### src/rtl/game_pkg.sv
// Shared game definitions: state codes and status width, used by the flow
// controller and by display/snake logic.
package game_pkg;

    localparam int unsigned STATUS_W = 3;

    // State codes as they appear on game_status.
    typedef enum logic [STATUS_W-1:0] {
        ST_RESTART = 3'd0,
        ST_START   = 3'd1,
        ST_PLAY    = 3'd2,
        ST_DIE     = 3'd3,
        ST_PAUSE   = 3'd4,
        ST_OVER    = 3'd5
    } game_state_e;

    // Counter width able to hold 0..n-1, never narrower than one bit.
    function automatic int unsigned cnt_width(input int unsigned n);
        return (n > 1) ? $clog2(n) : 1;
    endfunction

endpackage

### src/rtl/game_flash_timer.sv
// Death flash timer: counts FLASH_HALF cycles per phase, inverts flash at the
// end of each phase and raises done on the edge of the final toggle.
// start is a level (high while the game is in DIE); clear wins over start.
module game_flash_timer
    import game_pkg::*;
#(
    parameter int unsigned FLASH_HALF    = 25_000_000,
    parameter int unsigned FLASH_TOGGLES = 6
) (
    input  logic clk,
    input  logic start,
    input  logic clear,
    output logic flash,
    output logic done
);

    localparam int unsigned CNT_W = cnt_width(FLASH_HALF);
    localparam int unsigned TOG_W = cnt_width(FLASH_TOGGLES);

    logic [CNT_W-1:0] cnt_q;
    logic [TOG_W-1:0] tog_q;
    logic             flash_q;
    logic             phase_end;

    assign phase_end = start && (cnt_q == CNT_W'(FLASH_HALF - 1));
    assign done      = phase_end && (tog_q == TOG_W'(FLASH_TOGGLES - 1));
    assign flash     = flash_q;

    // Phase counter, toggle counter and flash level.
    // NOTE: registered state is written with non-blocking assignments so every
    // flop samples pre-edge values regardless of statement order.
    always_ff @(posedge clk) begin
        if (clear) begin
            cnt_q   <= '0;
            tog_q   <= '0;
            flash_q <= 1'b1;
        end else if (start) begin
            if (phase_end) begin
                cnt_q   <= '0;
                flash_q <= ~flash_q;
                tog_q   <= done ? '0 : tog_q + 1'b1;
            end else begin
                cnt_q <= cnt_q + 1'b1;
            end
        end
    end

endmodule

### src/rtl/game_flow_ctrl.sv
// Game flow controller: START -> PLAY -> DIE (flash) -> RESTART or OVER.
// Tracks lives, pulses life_lost on each death and drives an active-low
// restart pulse of RESTART_CYCLES cycles whenever RESTART is entered.
// Optional feature: define GAME_CTRL_PAUSE_EN to let pause_key toggle between
// PLAY and PAUSE; otherwise pause_key is ignored and PAUSE is unreachable.
module game_flow_ctrl
    import game_pkg::*;
#(
    parameter int unsigned N_KEYS         = 4,
    parameter int unsigned FLASH_HALF     = 25_000_000,
    parameter int unsigned FLASH_TOGGLES  = 6,
    parameter int unsigned RESTART_CYCLES = 5,
    parameter int unsigned LIVES          = 3
) (
    input  logic                       clk,
    input  logic                       rst,
    input  logic [N_KEYS-1:0]          key_press,
    input  logic                       pause_key,
    input  logic                       hit_wall,
    input  logic                       hit_body,
    output logic [STATUS_W-1:0]        game_status,
    output logic                       die_flash,
    output logic                       restart,
    output logic [$clog2(LIVES+1)-1:0] lives_left,
    output logic                       life_lost
);

    localparam int unsigned LIVES_W = $clog2(LIVES + 1);
    localparam int unsigned RC_W    = cnt_width(RESTART_CYCLES);

    game_state_e      state_q, state_d;
    logic [LIVES_W-1:0] lives_q, lives_d;
    logic             life_lost_q, life_lost_d;
    logic             restart_q, restart_d;
    logic [RC_W-1:0]  rcnt_q, rcnt_d;

    logic key;
    logic collide;
    logic in_die;
    logic flash_done;

    assign key     = |key_press;
    assign collide = hit_wall | hit_body;
    assign in_die  = (state_q == ST_DIE);

`ifndef GAME_CTRL_PAUSE_EN
    logic pause_unused;
    assign pause_unused = pause_key;
`endif

    // The timer is held clear everywhere except DIE, so no count survives an
    // abort by reset or a normal exit.
    game_flash_timer #(
        .FLASH_HALF   (FLASH_HALF),
        .FLASH_TOGGLES(FLASH_TOGGLES)
    ) u_timer (
        .clk  (clk),
        .start(in_die),
        .clear(rst || !in_die),
        .flash(die_flash),
        .done (flash_done)
    );

    // Next-state, lives, death pulse and restart-pulse sequencing.
    // NOTE: every signal gets a default before the case so no path leaves one
    // unassigned, which would otherwise infer a latch.
    always_comb begin
        state_d     = state_q;
        lives_d     = lives_q;
        life_lost_d = 1'b0;
        restart_d   = 1'b1;
        rcnt_d      = '0;
        case (state_q)
            ST_START: begin
                if (key) state_d = ST_PLAY;
            end
            ST_PLAY: begin
                // A collision outranks a simultaneous pause request.
                if (collide) begin
                    state_d     = ST_DIE;
                    lives_d     = (lives_q == '0) ? '0 : lives_q - 1'b1;
                    life_lost_d = 1'b1;
                end
`ifdef GAME_CTRL_PAUSE_EN
                else if (pause_key) begin
                    state_d = ST_PAUSE;
                end
`endif
            end
            ST_DIE: begin
                if (flash_done) begin
                    if (lives_q == '0) begin
                        state_d = ST_OVER;
                    end else begin
                        state_d   = ST_RESTART;
                        restart_d = 1'b0;
                    end
                end
            end
            ST_RESTART: begin
                // restart_q low means the pulse is still running; keys wait.
                if (!restart_q) begin
                    if (rcnt_q != RC_W'(RESTART_CYCLES - 1)) begin
                        restart_d = 1'b0;
                        rcnt_d    = rcnt_q + 1'b1;
                    end
                end else if (key) begin
                    state_d = ST_START;
                end
            end
`ifdef GAME_CTRL_PAUSE_EN
            ST_PAUSE: begin
                if (pause_key) state_d = ST_PLAY;
            end
`endif
            ST_OVER: begin
                if (key) begin
                    state_d   = ST_RESTART;
                    lives_d   = LIVES_W'(LIVES);
                    restart_d = 1'b0;
                end
            end
            default: begin
                state_d = ST_START;
            end
        endcase
    end

    // State and output registers with synchronous reset.
    always_ff @(posedge clk) begin
        if (rst) begin
            state_q     <= ST_START;
            lives_q     <= LIVES_W'(LIVES);
            life_lost_q <= 1'b0;
            restart_q   <= 1'b1;
            rcnt_q      <= '0;
        end else begin
            state_q     <= state_d;
            lives_q     <= lives_d;
            life_lost_q <= life_lost_d;
            restart_q   <= restart_d;
            rcnt_q      <= rcnt_d;
        end
    end

    assign game_status = state_q;
    assign lives_left  = lives_q;
    assign life_lost   = life_lost_q;
    assign restart     = restart_q;

endmodule

### config.mk
export PLATFORM = sky130hd
export DESIGN_NAME = game_flow_ctrl
export DESIGN_NICKNAME = d
export VERILOG_FILES = /design/src/rtl/game_pkg.sv /design/src/rtl/game_flash_timer.sv /design/src/rtl/game_flow_ctrl.sv
export SDC_FILE = /design/constraint.sdc
export NUM_CORES = 1
export LEC_CHECK = 0
export CAP_MARGIN = 20
export CORE_AREA = 2 2 83 45
export DETAILED_ROUTE_END_ITERATION = 16
export DIE_AREA = 0 0 85 47
export PLACE_DENSITY = 0.8
export SYNTH_ARGS = -nofsm -noshare
export SYNTH_HDL_FRONTEND = slang
export SYNTH_SLANG_ARGS = --single-unit
### constraint.sdc
create_clock -name clk -period 3.7 [get_ports clk]
set_input_delay 0.37 -clock clk [delete_from_list [all_inputs] [get_ports clk]]
set_output_delay 0.37 -clock clk [all_outputs]
set_load 0.02 [all_outputs]
==> impl_metrics.tcl <==
set metrics [dict create \
    outcome "completed" \
    ctsResizeCount 0 \
    root_buffer "clkbuf_8" \
    cts_buffers 5 \
    die_area_um2 4000 \
    cts.hold.buffers_added 0 \
    fin_util_pct 65.7 \
    synth-simple-area-share_pct 30.1 \
    area_delta_synth_final_pct 13.8 \
    clk_pin_slew_ns 0.08 \
    grt_overflow 0 \
    rows 15 \
    clock_path_buffers 2 \
    grt_pass1_vias 1502 \
    post-route-drc-count 0 \
    num-fill-cells 274 \
    cp.arrival_ns 2.38 \
    start_util_pct 57.8 \
    ys_ff_latch 39 \
    clock.fmax_ghz 0.466 \
    dpl.hpwl_um 2910 \
    synth.area.top_cells "dfxtp_1, a21oi_1, o21ai_0" \
    synthTopCellsByCount "dfxtp_1, a21oi_1, nor2_1" \
    yosysWarnings 0 \
    critPathCaptureType "register" \
    num_io_pins 17 \
    wl_per_cell_um 14.4 \
    finalClockSkew_ns 0.00822 \
    critPathRequiredTime_ns 3.94 \
    diodes 0 \
    synth-seq-area-share_pct 41.2 \
    coreArea_um2 3280 \
    ys.flop_type "dfxtp_1" \
    p_leak_nw 0.700 \
    syn_area_um2 1900 \
    synth_top_family_by_area "simple AND/OR/NAND/NOR gates" \
    synth_area_per_cell_um2 8.54 \
    grt_pass1_wl_um 7080 \
    post_cts_buffers 0 \
    layout-drive-gt1-share_pct 5.06 \
    p_per_area_nw_per_um2 457 \
    dr.first_iter.drc_count 122 \
    ys_async_sr_fraction_pct 0 \
    crit_path_max_fanout 15 \
    tns_ns 0 \
    dieHeight_um 47 \
    drtAntennaViolNets 0 \
    finalHoldViolCount 0 \
    synth-xor-area-share_pct 4.16 \
    rsz0062_at_grt "no" \
    setup_viol 0 \
    synth_mux_area_share_pct 0 \
    worst_pin_slew_ns 0.715 \
    numClockSinks 39 \
    synth_fa_ha_area_share_pct 3.30 \
    synthesis.nets 236 \
    drv_slew 0 \
    antenna_found_initial 0 \
    synthCells 222 \
    cts-htree-levels 2 \
    drv_cap 0 \
    yosys.area.top_type_share_pct 41.2 \
    cts_tree "built" \
    routed_wl_um 4030 \
    synth-edff-count 0 \
    vdd_ir_drop_max_v 0.000260 \
    crit_type "register to register" \
    hold_class "register to register" \
    finalCritPeriodShare_pct 58.0 \
    num-nets-final 250 \
    yosys.area.top_type "dfxtp_1" \
    slew-limit-headroom_pct 51.1 \
    gp_congestion 0.852 \
    vias_per_cell 6.04 \
    synth.distinct_cells 43 \
    clock_latency_ns 0.30 \
    fp.dieW_um 85 \
    synth_most_common_cell "dfxtp_1" \
    dr.pass1.iters 4 \
    grt_use_total_pct 23.2 \
    critPathLaunchType "register" \
    grt_max_degree 25 \
    synth-compound-area-share_pct 17.0 \
    vias 1686 \
    fin_crit_ns 2.15 \
    port_buffers 15 \
]
cell families after synthesis:
group / Yosys count
AO/OA/AOI/OAI: 55
XOR/XNOR: 9
adder cells (fa/ha/maj): 5
buffers and inverters: 18
flip-flops: 39
AND/OR/NAND/NOR: 96
worst paths after layout:
path              slack (ns)           endpoint              from  depth (start not counted)
setup / recovery        1.55  u_timer.cnt_q[17]    game_status[0]                          4
hold reg to reg         0.46   u_timer.cnt_q[0]  u_timer.cnt_q[0]                          1
setup reg to reg        1.55  u_timer.cnt_q[17]    game_status[0]                          4
hold / removal          0.46   u_timer.cnt_q[0]  u_timer.cnt_q[0]                          1
power breakdown:
group | switching [W] | internal, W | leakage, nW
Clock | 0.000151 | 0.000170 | 0.0515
Sequential | 0.0000423 | 0.000441 | 0.315
Combinational | 0.000100 | 0.0000812 | 0.333
Total | 0.000294 | 0.000693 | 0.700
critical path, cell delays in order (launching register included):
cell and delay [ns]:
dfxtp_1 0.58, nand3b_4 0.16, or4_4 0.67, or4_1 0.54, a21oi_1 0.14
sequential cells by signal, summed over array words and instances, names as in the netlist:
signal / flops
lives_left: 2
game_status: 3
rcnt_q: 3
life_lost: 1
u_timer.flash: 1
restart: 1
u_timer.tog_q: 3
u_timer.cnt_q: 25
through the flow:
| stage | hold slack [ns] | cells | area, um^2 | power [W] | worst slack [ns] |
|---|---|---|---|---|---|
| after floorplan | 0.417 | 222 | 1900 | 0.000614 | 1.73 |
| after global placement | 0.432 | 271 | 2060 | 0.000671 | 1.60 |
| after detailed placement | 0.446 | 271 | 2060 | 0.000673 | 1.57 |
| after CTS | 0.459 | 279 | 2160 | 0.000991 | 1.56 |
| after global routing | 0.478 | 279 | 2160 | 0.00103 | 1.39 |
| final | 0.455 | 279 | 2160 | 0.000986 | 1.55 |
layout by cell type, fill, tap and decap left out, types with 7 or more instances in the layout:
master           count
o31ai_1              7
clkdlybuf4s50_1     15
nor2_1              18
dfxtp_1             39
nand3_1             10
clkbuf_8             7
nand2_1             13
or3_1                8
o21ai_0             16
a21oi_1             21
inv_1                9
area by class of cell:
type | count | area, um^2 | area share [%]
Multi-Input combinational cell | 165 | 1030 | 47.9
Sequential cell | 39 | 781 | 36.2
Timing Repair Buffer | 16 | 158 | 7.30
Clock buffer | 8 | 100 | 4.64
Tap cell | 42 | 52.6 | 2.43
Inverter | 9 | 33.8 | 1.57
layer usage:
metal | vias up | global-route usage [%] | wire, um
met4 | 0 | 8.57 | 55
met3 | 7 | 6.33 | 197
met1 | 786 | 34.3 | 2320
li1 | 858 | - | -
met5 | - | 0 | 0
met2 | 35 | 32.3 | 1460
No activity file was read; power rests on OpenSTA's default activity.
